File: src/rtl/pcie_drp_sequencer_if.sv
// Request/response bus and DRP port bundles for the PCIE_2_1 DRP sequencer.
// The requester owns the master side of the request bus; the sequencer owns the master side of the DRP bus.
interface pcie_drp_req_if #(
  parameter int ADDR_W = 9,
  parameter int DATA_W = 16
);
  logic              req_valid;
  logic              req_ready;
  logic [1:0]        req_op;
  logic [ADDR_W-1:0] req_addr;
  logic [DATA_W-1:0] req_wdata;
  logic [DATA_W-1:0] req_mask;
  logic              rsp_valid;
  logic [DATA_W-1:0] rsp_rdata;
  logic              rsp_err;

  modport master (output req_valid, req_op, req_addr, req_wdata, req_mask,
                  input  req_ready, rsp_valid, rsp_rdata, rsp_err);
  modport slave  (input  req_valid, req_op, req_addr, req_wdata, req_mask,
                  output req_ready, rsp_valid, rsp_rdata, rsp_err);
endinterface

interface pcie_drp_if #(
  parameter int ADDR_W = 9,
  parameter int DATA_W = 16
);
  logic              drp_en;
  logic              drp_we;
  logic [ADDR_W-1:0] drp_addr;
  logic [DATA_W-1:0] drp_di;
  logic [DATA_W-1:0] drp_do;
  logic              drp_rdy;

  modport master (output drp_en, drp_we, drp_addr, drp_di,
                  input  drp_do, drp_rdy);
  modport slave  (input  drp_en, drp_we, drp_addr, drp_di,
                  output drp_do, drp_rdy);
endinterface

File: src/rtl/pcie_drp_sequencer.sv
// Command-driven DRP master: single read, write and read-modify-write accesses
// to the PCIE_2_1 DRP port, with a bounded wait for DRPRDY and a one-cycle response strobe.
module pcie_drp_sequencer #(
  parameter int ADDR_W  = 9,
  parameter int DATA_W  = 16,
  parameter int TIMEOUT = 255
) (
  input  logic            clk,
  input  logic            rst,
  pcie_drp_req_if.slave   req,
  pcie_drp_if.master      drp
);

  typedef enum logic [2:0] {
    S_IDLE,
    S_RD_EN,
    S_RD_WAIT,
    S_WR_EN,
    S_WR_WAIT,
    S_RESP
  } state_t;

  localparam logic [1:0]  OP_RD      = 2'b00;
  localparam logic [1:0]  OP_WR      = 2'b01;
  localparam logic [1:0]  OP_RMW     = 2'b10;
  localparam logic [15:0] TIMEOUT_C  = 16'(TIMEOUT);

  state_t            r_state;
  state_t            w_state_nxt;
  logic [1:0]        r_op;
  logic [DATA_W-1:0] r_wdata;
  logic [DATA_W-1:0] r_mask;
  logic [DATA_W-1:0] r_rdata;
  logic              r_err;
  logic [15:0]       r_cnt;
  logic [ADDR_W-1:0] r_drp_addr;
  logic [DATA_W-1:0] r_drp_di;
  logic              w_timeout;
  logic [DATA_W-1:0] w_merge;

  assign w_timeout = (r_cnt == TIMEOUT_C);
  assign w_merge   = (drp.drp_do & ~r_mask) | (r_wdata & r_mask);

  // Every output is either a register or a decode of the state register.
  assign req.req_ready = (r_state == S_IDLE);
  assign req.rsp_valid = (r_state == S_RESP);
  assign req.rsp_err   = (r_state == S_RESP) & r_err;
  assign req.rsp_rdata = r_rdata;
  assign drp.drp_en    = (r_state == S_RD_EN) || (r_state == S_WR_EN);
  assign drp.drp_we    = (r_state == S_WR_EN);
  assign drp.drp_addr  = r_drp_addr;
  assign drp.drp_di    = r_drp_di;

  // NOTE: sequential state is updated with non-blocking assignments only, so every
  // flop samples the pre-edge values regardless of process ordering.
  always_ff @(posedge clk or posedge rst) begin
    if (rst) r_state <= S_IDLE;
    else     r_state <= w_state_nxt;
  end

  // NOTE: the next-state default comes first so no path through the case infers a latch.
  always_comb begin
    w_state_nxt = r_state;
    case (r_state)
      S_IDLE: begin
        if (req.req_valid) begin
          case (req.req_op)
            OP_RD, OP_RMW: w_state_nxt = S_RD_EN;
            OP_WR:         w_state_nxt = S_WR_EN;
            default:       w_state_nxt = S_RESP;
          endcase
        end
      end
      S_RD_EN:   w_state_nxt = S_RD_WAIT;
      S_RD_WAIT: begin
        if (drp.drp_rdy)    w_state_nxt = (r_op == OP_RMW) ? S_WR_EN : S_RESP;
        else if (w_timeout) w_state_nxt = S_RESP;
      end
      S_WR_EN:   w_state_nxt = S_WR_WAIT;
      S_WR_WAIT: begin
        if (drp.drp_rdy || w_timeout) w_state_nxt = S_RESP;
      end
      S_RESP:    w_state_nxt = S_IDLE;
      default:   w_state_nxt = S_IDLE;
    endcase
  end

  // DRP address/data only move when an access is launched, so they hold between transactions.
  always_ff @(posedge clk or posedge rst) begin
    if (rst) begin
      r_op       <= OP_RD;
      r_wdata    <= '0;
      r_mask     <= '0;
      r_rdata    <= '0;
      r_err      <= 1'b0;
      r_cnt      <= '0;
      r_drp_addr <= '0;
      r_drp_di   <= '0;
    end else begin
      case (r_state)
        S_IDLE: begin
          if (req.req_valid) begin
            r_op    <= req.req_op;
            r_wdata <= req.req_wdata;
            r_mask  <= req.req_mask;
            r_rdata <= '0;
            r_err   <= (req.req_op == 2'b11);
            r_cnt   <= '0;
            if (req.req_op != 2'b11) r_drp_addr <= req.req_addr;
            if (req.req_op == OP_WR) r_drp_di   <= req.req_wdata;
          end
        end
        S_RD_WAIT: begin
          if (drp.drp_rdy) begin
            r_rdata <= drp.drp_do;
            r_cnt   <= '0;
            if (r_op == OP_RMW) r_drp_di <= w_merge;
          end else if (w_timeout) begin
            r_err <= 1'b1;
          end else begin
            r_cnt <= r_cnt + 16'd1;
          end
        end
        S_WR_WAIT: begin
          if (!drp.drp_rdy) begin
            if (w_timeout) r_err <= 1'b1;
            else           r_cnt <= r_cnt + 16'd1;
          end
        end
        default: ;
      endcase
    end
  end

endmodule
File: src/flat_wrapper.sv
// flat-port wrapper written by rule: the top's interface ports become plain ports
module pcie_drp_sequencer_flat 
#(
  parameter int ADDR_W  = 9,
  parameter int DATA_W  = 16,
  parameter int TIMEOUT = 255
)
  (clk, rst, req_req_valid, req_req_op, req_req_addr, req_req_wdata, req_req_mask, req_req_ready, req_rsp_valid, req_rsp_rdata, req_rsp_err, drp_drp_en, drp_drp_we, drp_drp_addr, drp_drp_di, drp_drp_do, drp_drp_rdy);
  pcie_drp_req_if #(.ADDR_W(ADDR_W), .DATA_W(DATA_W)) req_i ();
  pcie_drp_if #(.ADDR_W(ADDR_W), .DATA_W(DATA_W)) drp_i ();
  input  logic clk;
  input  logic rst;
  input wire logic [$bits(req_i.req_valid)-1:0] req_req_valid;
  input wire logic [$bits(req_i.req_op)-1:0] req_req_op;
  input wire logic [$bits(req_i.req_addr)-1:0] req_req_addr;
  input wire logic [$bits(req_i.req_wdata)-1:0] req_req_wdata;
  input wire logic [$bits(req_i.req_mask)-1:0] req_req_mask;
  output wire logic [$bits(req_i.req_ready)-1:0] req_req_ready;
  output wire logic [$bits(req_i.rsp_valid)-1:0] req_rsp_valid;
  output wire logic [$bits(req_i.rsp_rdata)-1:0] req_rsp_rdata;
  output wire logic [$bits(req_i.rsp_err)-1:0] req_rsp_err;
  output wire logic [$bits(drp_i.drp_en)-1:0] drp_drp_en;
  output wire logic [$bits(drp_i.drp_we)-1:0] drp_drp_we;
  output wire logic [$bits(drp_i.drp_addr)-1:0] drp_drp_addr;
  output wire logic [$bits(drp_i.drp_di)-1:0] drp_drp_di;
  input wire logic [$bits(drp_i.drp_do)-1:0] drp_drp_do;
  input wire logic [$bits(drp_i.drp_rdy)-1:0] drp_drp_rdy;
  assign req_i.req_valid = req_req_valid;
  assign req_i.req_op = req_req_op;
  assign req_i.req_addr = req_req_addr;
  assign req_i.req_wdata = req_req_wdata;
  assign req_i.req_mask = req_req_mask;
  assign req_req_ready = req_i.req_ready;
  assign req_rsp_valid = req_i.rsp_valid;
  assign req_rsp_rdata = req_i.rsp_rdata;
  assign req_rsp_err = req_i.rsp_err;
  assign drp_drp_en = drp_i.drp_en;
  assign drp_drp_we = drp_i.drp_we;
  assign drp_drp_addr = drp_i.drp_addr;
  assign drp_drp_di = drp_i.drp_di;
  assign drp_i.drp_do = drp_drp_do;
  assign drp_i.drp_rdy = drp_drp_rdy;
  pcie_drp_sequencer #(.ADDR_W(ADDR_W), .DATA_W(DATA_W), .TIMEOUT(TIMEOUT)) u_core (.clk(clk), .rst(rst), .req(req_i), .drp(drp_i));
endmodule
File: config.mk
export PLATFORM = sky130hd
export DESIGN_NAME = pcie_drp_sequencer_flat
export DESIGN_NICKNAME = d
export VERILOG_FILES = /design/src/rtl/pcie_drp_sequencer_if.sv /design/src/rtl/pcie_drp_sequencer.sv /design/src/flat_wrapper.sv
export SDC_FILE = /design/constraint.sdc
export NUM_CORES = 1
export LEC_CHECK = 0
export BUFFER_PORTS_ARGS = -buffer_cell sky130_fd_sc_hd__buf_2
export CORE_ASPECT_RATIO = 0.9
export CORE_MARGIN = 2
export CORE_UTILIZATION = 48
export DETAILED_ROUTE_END_ITERATION = 16
export HOLD_SLACK_MARGIN = 0.1
export PLACE_DENSITY = 0.72
export SYNTH_ARGS = -nofsm -noshare
export SYNTH_HDL_FRONTEND = slang
export SYNTH_SLANG_ARGS = --single-unit
File: constraint.sdc
create_clock -name clk -period 3.17 [get_ports clk]
set_input_delay 0.634 -clock clk [delete_from_list [all_inputs] [get_ports clk]]
set_output_delay 0.634 -clock clk [all_outputs]
set_load 0.005 [all_outputs]
==> impl_metrics.ini, run 1 <==
[global_route]
antenna_found_initial = 0
overflow = 0
grt_max_degree = 53
grt_first_pass_wirelength_microns = 15700
track_usage_pct = 19.8
grt_pass1_vias = 3260

[setup_path]
path_class = flop to output pin
crit_fanout = 14
cp.required_ps = 2540
rrSetupSlack_ps = 910
reg2reg_from = u_core.r_state[1]
cp_slowest_cell = dfrtp_1
reg2regPathDepth = 4
max_stage_delay_ps = 650
startpoint_type = flop
endpoint = req_rsp_err
cp-end-kind = output pin
cp_cell_sequence = nor2b_1, and3_1, buf_2
crit_arrival_ps = 1670
rr_endpoint = u_core.req.rsp_rdata[2]
worstSetupStartpoint = u_core.r_state[2]

[synth]
synth_cell_type_count = 50
syn_avg_cell_area_sq_um = 11.6
yosysWarnings = 0
synthArstFlopShare_pct = 100
synth-seq-cells = 95
syn_nets = 443
syn_area_sq_um = 4410
synth-edff-count = 0
yosysSeqAreaShare_pct = 53.9
netlist_instances = 379
synthFlopType = dfrtp_1

[cells_and_area]
layout_common_cells = buf_2 (108), dfrtp_1 (95), nand2_1 (44)
num-nets-final = 546
final_common_cell = buf_2
diodes = 0
fin_area_sq_um = 5280
syn2layout_area_growth_pct = 19.6
final_layout_size_suffix_gt1_share_pct = 39.8

[clock_tree]
clockRootBuffer = clkbuf_8
cts_made_buffers = 9
clk-insertion-delay-late_ps = 360
holdBufCountCts = 0
cts_resized = 0
cts_sinks = 95
cts_tree = done
htreeDepth = 3
clockBufferDepth = 2
path_clk_slew_ps = 90
post_cts_buffers = 0

[sta]
setup_viol = 0
tns_ps = 0
fin_skew_ps = 7.88
min_period_over_period_pct = 72.8
fin_hold_ws_ps = 380
finalMaxSlewViolations = 0
worst_slew_pin_slew_ps = 789
fmax_mhz = 434
fin_crit_ps = 2310
slew-limit-headroom_pct = 47.3
final-hold-violation-count = 0
rsz0062_at_grt = no

[floorplanning]
fp.coreArea_sq_um = 9040
dieWidth_microns = 105
std_cell_rows = 33
initial_core_util_pct = 48.8
die_area_sq_um = 9970
num_io_pins = 109
die_h_microns = 95.0

[routing]
vias = 3359
firstDrtPassIters = 4
drt_wl_total_microns = 9670
viasPerCell = 5.52
ant_nets = 0
drc_errors = 0
wl_per_cell_microns = 15.9
drt-initial-drc-count = 130

[power]
p_sw_w = 0.00158
p_clk_share_pct = 17.7
internal_power_w = 0.00303
total_power_w = 0.00461
ir_worst_vdd_mv = 0.409
switching_share_pct = 34.3
power_frac_comb_pct = 36.6
seq_power_share_pct = 45.7
pwr_density_cell_nw_per_um2 = 874
power_leakage_nw = 2.46

[run]
drv_cap = 0

[placement]
place_hpwl_microns = 6690
port_buffers = 108
gp_congestion = 0.810
placed_area_sq_um = 5080

[status]
outcome = completed

[worst_hold_path]
hp-class = primary input to asynchronous set/reset pin
[critical path: cells and delay by family (launching register included)]
family                 cells  cell delay [ps]
buffers and inverters      1              100
flip-flops                 1              650
AND/OR/NAND/NOR            2              560
[cells by family (layout without fill, tap and decap cells)]
logic type | count (synthesis) | in the layout | synth area share [%]
AOI/OAI and AO/OA | 90 | 90 | 13.7
muxes | 62 | 62 | 15.3
buffers and inverters | 26 | 134 | 3.12
DFF | 95 | 95 | 53.9
and+or+nand+nor | 105 | 105 | 13.7
adders and majority gates | 1 | 1 | 0.284
[worst min-delay path by stage]
stage,start,slack (ps),cells after the start,endpoint
global route,rst,430,2,u_core.drp.drp_addr[1]
detailed placement,u_core.drp.drp_di[4],470,2,u_core.drp.drp_di[4]
floorplan,u_core.r_err,460,1,u_core.r_err
finish,rst,380,2,u_core.drp.drp_addr[0]
global placement,u_core.drp.drp_di[7],460,2,u_core.drp.drp_di[7]
CTS,rst,390,2,u_core.drp.drp_addr[1]
[sequential cells by signal (all words and copies together) (netlist names)]
| signal | cells |
|---|---|
| u_core.drp.drp_di | 16 |
| u_core.r_cnt | 16 |
| u_core.r_mask | 16 |
| u_core.r_wdata | 16 |
| u_core.req.rsp_rdata | 16 |
| u_core.drp.drp_addr | 9 |
| u_core.r_state | 3 |
| u_core.r_op | 2 |
| u_core.r_err | 1 |
[power by group through the flow]
stage / clock network, W / registers [W] / logic, W
2_1_floorplan: 0 / 0.00204 / 0.00117
5_1_grt: 0.000884 / 0.00218 / 0.00187
3_3_place_gp: 0 / 0.00210 / 0.00166
6_report: 0.000815 / 0.00211 / 0.00169
3_5_place_dp: 0 / 0.00212 / 0.00172
4_1_cts: 0.000833 / 0.00211 / 0.00172
[cell usage after synthesis (all sizes together) (2+ instances only)]
master	instances	share of area (%)
a21oi	16	1.8
a22o	16	3.2
and2	2	0.28
and3	4	0.60
and4	5	1.0
buf	17	2.3
clkbuf	5	0.45
dfrtp	95	54
inv	4	0.34
mux2	43	11
mux2i	19	4.3
nand2	45	3.9
nand2b	4	0.57
nand3	5	0.57
nand4	2	0.28
nor2	7	0.60
nor2b	2	0.28
nor3	2	0.23
nor3b	4	1.0
nor4	2	0.57
o2111ai	2	0.68
o21a	2	0.34
o21ai	35	4.1
o31ai	11	1.9
or2	3	0.43
or3	3	0.45
or4	12	2.0
[final cells by class]
| class | count | area [sq um] |
|---|---|---|
| clock buffer | 11 | 141 |
| clock inverter | 5 | 56.3 |
| tap | 122 | 153 |
| timing repair buffer | 114 | 598 |
| sequential | 95 | 2380 |
| fill | 792 | 3770 |
| multi-input combinational | 258 | 1930 |
| inverter | 4 | 16.3 |
[through the flow]
stage          utilization, %  instances  setup slack [ps]
3_5_place_dp             56.2        593               818
2_1_floorplan               -        379              59.0
4_1_cts                  58.3        609               840
6_report                 58.3        609               863
5_1_grt                  58.3        609               708
3_3_place_gp             56.2        593               824
[routing by layer]
| metal | routed length [microns] | global-route usage, % | vias to the layer above |
|---|---|---|---|
| met5 | 0 | 0 | - |
| met2 | 4530 | 31.5 | 96 |
| met4 | 78 | 5.11 | 0 |
| met3 | 588 | 5.94 | 9 |
| li1 | - | - | 1600 |
| met1 | 4460 | 26.7 | 1654 |
(Power assumes the default switching activity.)
==> run 2, diff against run 1 <==
- ABC_AREA: default -> 1
- CORE_UTILIZATION: 48 -> 49
- PLACE_DENSITY: 0.72 -> 0.73
- clock period: 3.17 -> 2.1 ns (I/O delays scaled with it)
==> impl_metrics.ini, run 2 <==
[clock_tree]
cts_made_buffers = 9
clockBufferDepth = 2
clockRootBuffer = clkbuf_8
clk-insertion-delay-late_ps = 360
cts_tree = done
cts_sinks = 95
path_clk_slew_ps = 90
htreeDepth = 3
holdBufCountCts = 0

[setup_path]
cp.required_ps = 2400
startpoint_type = flop
worstSetupStartpoint = u_core.r_state[2]
reg2reg_from = u_core.r_state[2]
cp-end-kind = flop
crit_fanout = 36
reg2regPathDepth = 7
crit_arrival_ps = 2170
path_class = flop to flop

[sta]
worst_slew_pin_slew_ps = 580
finalMaxSlewViolations = 0
fmax_mhz = 535
min_period_over_period_pct = 89.1
setup_viol = 0
final-hold-violation-count = 0
fin_crit_ps = 1870
slew-limit-headroom_pct = 61.3
fin_hold_ws_ps = 147
fin_skew_ps = 11.0

[power]
ir_worst_vdd_mv = 0.678
pwr_density_cell_nw_per_um2 = 1270
p_sw_w = 0.00274
switching_share_pct = 40.0
total_power_w = 0.00684
seq_power_share_pct = 44.0
p_clk_share_pct = 18.3
internal_power_w = 0.00411
power_frac_comb_pct = 37.7
power_leakage_nw = 2.85

[floorplanning]
die_area_sq_um = 10100
std_cell_rows = 33
num_io_pins = 109
initial_core_util_pct = 50.4
dieWidth_microns = 106
die_h_microns = 95.7
fp.coreArea_sq_um = 9080

[status]
outcome = completed

[synth]
yosys-top-cells-count = nand2_1 (169), dfrtp_1 (95), o21ai_0 (84)
syn_avg_cell_area_sq_um = 8.04
synthMostInstantiatedCell = nand2_1
synth-seq-cells = 95
synthFlopType = dfrtp_1
netlist_instances = 570
synth.largest_area_cell = dfrtp_1
synth-edff-count = 0
yosysWarnings = 0
syn_nets = 634
synthArstFlopShare_pct = 100
syn_area_sq_um = 4580
synth_area_leaders = dfrtp_1 (52%), nand2_1 (14%), o21ai_0 (9.2%)
synth_top_area_share_pct = 51.9
synth_cell_type_count = 31
yosysSeqAreaShare_pct = 51.9

[global_route]
track_usage_pct = 21.5
grt_pass1_vias = 3682
grt_max_degree = 96
grt_first_pass_wirelength_microns = 17200
overflow = 0
antenna_found_initial = 0

[routing]
drt-initial-drc-count = 219
wl_per_cell_microns = 12.9
vias = 3883
drc_errors = 0
drt_wl_total_microns = 10300
ant_nets = 0
viasPerCell = 4.85
firstDrtPassIters = 4

[worst_hold_path]
hp-class = primary input to asynchronous set/reset pin

[cells_and_area]
fin_area_sq_um = 5390
final_common_cell = nand2_1
final_layout_size_suffix_gt1_share_pct = 23.6
diodes = 0
num-nets-final = 737
syn2layout_area_growth_pct = 17.6
fin_util_pct = 59.3
layout_common_cells = nand2_1 (168), buf_2 (108), dfrtp_1 (95)

[placement]
place_hpwl_microns = 7260
port_buffers = 108
gp_congestion = 0.951
placed_area_sq_um = 5180

[run]
drv_cap = 0
run 2: critical path: stages, from the launching register on:
cell and delay, ps:
dfrtp_1 470, inv_2 120, nand3_4 110, buf_4 320, o21ai_2 150, nor2_8 400
nor2_1 110, a21oi_2 110
run 2: routing by layer:
metal | part of all wire, % | up-vias | global-route usage, %
met5 | 0 | - | 0
li1 | - | 1976 | -
met2 | 48 | 91 | 34.9
met1 | 46 | 1801 | 30.1
met3 | 4.7 | 15 | 3.25
met4 | 1.5 | 0 | 7.02
run 2: logic make-up after synthesis:
logic type | share of synthesized area, %
AO/OA/AOI/OAI | 13.8
XOR/XNOR | 0.382
adder cells (fa/ha/maj) | 0.273
buffers and inverters | 9.45
flip-flops | 51.9
AND/OR/NAND/NOR | 24.2
run 2: final cells by class:
class,count,area [sq um]
repair buffers,113,591
clock buffers,10,128
clock inverters,6,73.8
fillers,879,3690
well taps,122,153
multi-input cells,378,1780
inverters,76,289
flip-flops and latches,95,2380
run 2: power by group through the flow:
stage               registers (W)  clock network (W)  logic, W
floorplan                 0.00296                  0   0.00188
global placement          0.00301                  0   0.00248
detailed placement        0.00303                  0   0.00261
CTS                       0.00301            0.00127   0.00261
global route              0.00310            0.00136   0.00299
finish                    0.00301            0.00125   0.00258
run 2: through the flow:
step,instances,setup TNS (ps),setup slack [ps]
global route,800,-4.37,-4.37
finish,800,0,230
detailed placement,784,0,194
CTS,800,0,116
global placement,784,0,272
floorplan,570,0,560
run 2: path summary, 6_finish.rpt:
kind                                           endpoint  slack [ps]
worst max-delay path               u_core.drp.drp_di[0]         230
worst min-delay path             u_core.drp.drp_addr[8]         150
worst max register to register     u_core.drp.drp_di[0]         230
worst min register to register  u_core.req.rsp_rdata[0]         490
max in group asynchronous            u_core.r_wdata[13]        1500
min in group clk                       u_core.r_mask[6]         250
run 2: what timing repair did:
action,CTS,global route
resized for setup,0,2
setup endpoints to repair,0,9
buffers inserted,0,0
==> run 3, diff against run 2 <==
- CORE_UTILIZATION: 49 -> 54
- HOLD_SLACK_MARGIN: 0.1 -> 0.03
- PLACE_DENSITY: 0.73 -> 0.76
- clock period: 2.1 -> 1.8 ns (I/O delays scaled with it)
==> impl_metrics.ini, run 3 (synthesized netlist as in run 2, its figures left out) <==
[placement]
placed_area_sq_um = 5280
place_inst = 773
port_buffers = 108
gp_congestion = 0.891
place_hpwl_microns = 7410

[setup_path]
cp.required_ps = 1440
startpoint_type = flop
crit_arrival_ps = 1360
critPathTopFamily = flip-flops
worstSetupStartpoint = u_core.r_state[1]
cp_slowest_cell = dfrtp_2
cp_cell_sequence = buf_4, nor3_1, buf_2
cp-end-kind = output pin
crit_fanout = 4
max_stage_delay_ps = 460
path_class = flop to output pin
reg2reg_from = u_core.r_state[2]
crit_buf_inv = 2

[global_route]
grt_first_pass_wirelength_microns = 17200
grt_pass1_vias = 3777
antenna_found_initial = 0
grt_max_degree = 51
track_usage_pct = 23.4
overflow = 0

[cells_and_area]
final_layout_size_suffix_gt1_share_pct = 25.7
stdcell_count = 791
syn2layout_area_growth_pct = 20.3
layout_common_cells = nand2_1 (169), buf_2 (108), dfrtp_1 (92)
diodes = 0
fin_area_sq_um = 5510
num-nets-final = 751
fin_util_pct = 67.7
final_common_cell = nand2_1

[routing]
firstDrtPassIters = 7
drt-initial-drc-count = 196
wl_per_cell_microns = 13.0
ant_nets = 0
viasPerCell = 5.03
vias = 3982
drt_wl_total_microns = 10300
drc_errors = 0

[floorplanning]
fp.coreArea_sq_um = 8150
initial_core_util_pct = 56.2
num_io_pins = 109
dieWidth_microns = 101
die_h_microns = 91.4
std_cell_rows = 31
die_area_sq_um = 9240

[clock_tree]
path_clk_slew_ps = 100
holdBufCountCts = 0
clockRootBuffer = clkbuf_8
clk-insertion-delay-late_ps = 370
cts_sinks = 95
clockBufferDepth = 2
htreeDepth = 3
cts_made_buffers = 9
cts_tree = done

[worst_hold_path]
hp-class = primary input to asynchronous set/reset pin

[power]
power_frac_comb_pct = 40.4
ir_worst_vdd_mv = 0.988
power_leakage_nw = 2.92
p_sw_w = 0.00323
internal_power_w = 0.00487
switching_share_pct = 39.9
pwr_density_cell_nw_per_um2 = 1470
p_clk_share_pct = 16.4
seq_power_share_pct = 43.2

[sta]
finalMaxSlewViolations = 0
worst_slew_pin_slew_ps = 612
setup_viol = 0
fin_skew_ps = 13.4
fmax_mhz = 580
min_period_over_period_pct = 95.8
fin_crit_ps = 1720
final-hold-violation-count = 0
slew-limit-headroom_pct = 59.2

[run]
drv_cap = 0

[status]
outcome = completed
[run 3: changes by cell type in the layout (fill, tap and decap cells not counted), sizes merged]
cell	delta
buf	+14
clkinv	+2
inv	-2
clkbuf	+1
bufinv	-1
[run 3: worst paths after layout]
kind                       slack [ps]  cells after the start                       end
setup / recovery                   80                      3             req_rsp_valid
hold / removal                     30                      2    u_core.drp.drp_addr[1]
setup reg to reg                  120                      8      u_core.drp.drp_di[9]
hold reg to reg                   480                      2  u_core.req.rsp_rdata[10]
max in group asynchronous        1180                      3          u_core.r_mask[6]
min in group clk                  190                      3          u_core.r_mask[9]
[run 3: final cells by class]
type                       count  area, sq um
timing repair buffer         127          746
inverter                      76          289
multi-input combinational    378         1790
tap                           99          124
clock inverter                 5         41.3
sequential                    95         2380
fill                         710         2630
clock buffer                  11          141
[run 3: per-layer routing]
metal	track usage, %	up-vias	share of wire (%)
li1	-	2013	-
met2	36.9	115	48
met5	0	-	0
met1	32.1	1841	45
met3	5.85	13	5.6
met4	6.64	0	1.5
[run 3: per-stage QoR]
| stage | total power, W | setup TNS [ps] | hold slack [ps] | setup slack (ps) |
|---|---|---|---|---|
| 6_report | 0.00810 | 0 | 31.5 | 75.9 |
| 5_1_grt | 0.00877 | -16.3 | 56.4 | -16.3 |
| 4_1_cts | 0.00810 | 0 | 33.6 | 4.19 |
| 3_5_place_dp | 0.00674 | 0 | 446 | 130 |
| 3_3_place_gp | 0.00658 | 0 | 433 | 218 |
| 2_1_floorplan | 0.00565 | 0 | 453 | 320 |
[run 3: power groups by stage]
stage | sequential [W] | combinational, W | clock (W)
after global placement | 0.00349 | 0.00309 | 0
after floorplan | 0.00345 | 0.00220 | 0
final | 0.00350 | 0.00327 | 0.00133
after CTS | 0.00349 | 0.00324 | 0.00137
after detailed placement | 0.00352 | 0.00322 | 0
after global routing | 0.00361 | 0.00373 | 0.00143
[run 3: what timing repair did]
item / 4_1_cts / 5_1_grt
buffers inserted: 0 / 2
gates resized for setup: 2 / 5
endpoints found under the setup margin: 1 / 16
pin swaps: 0 / 2
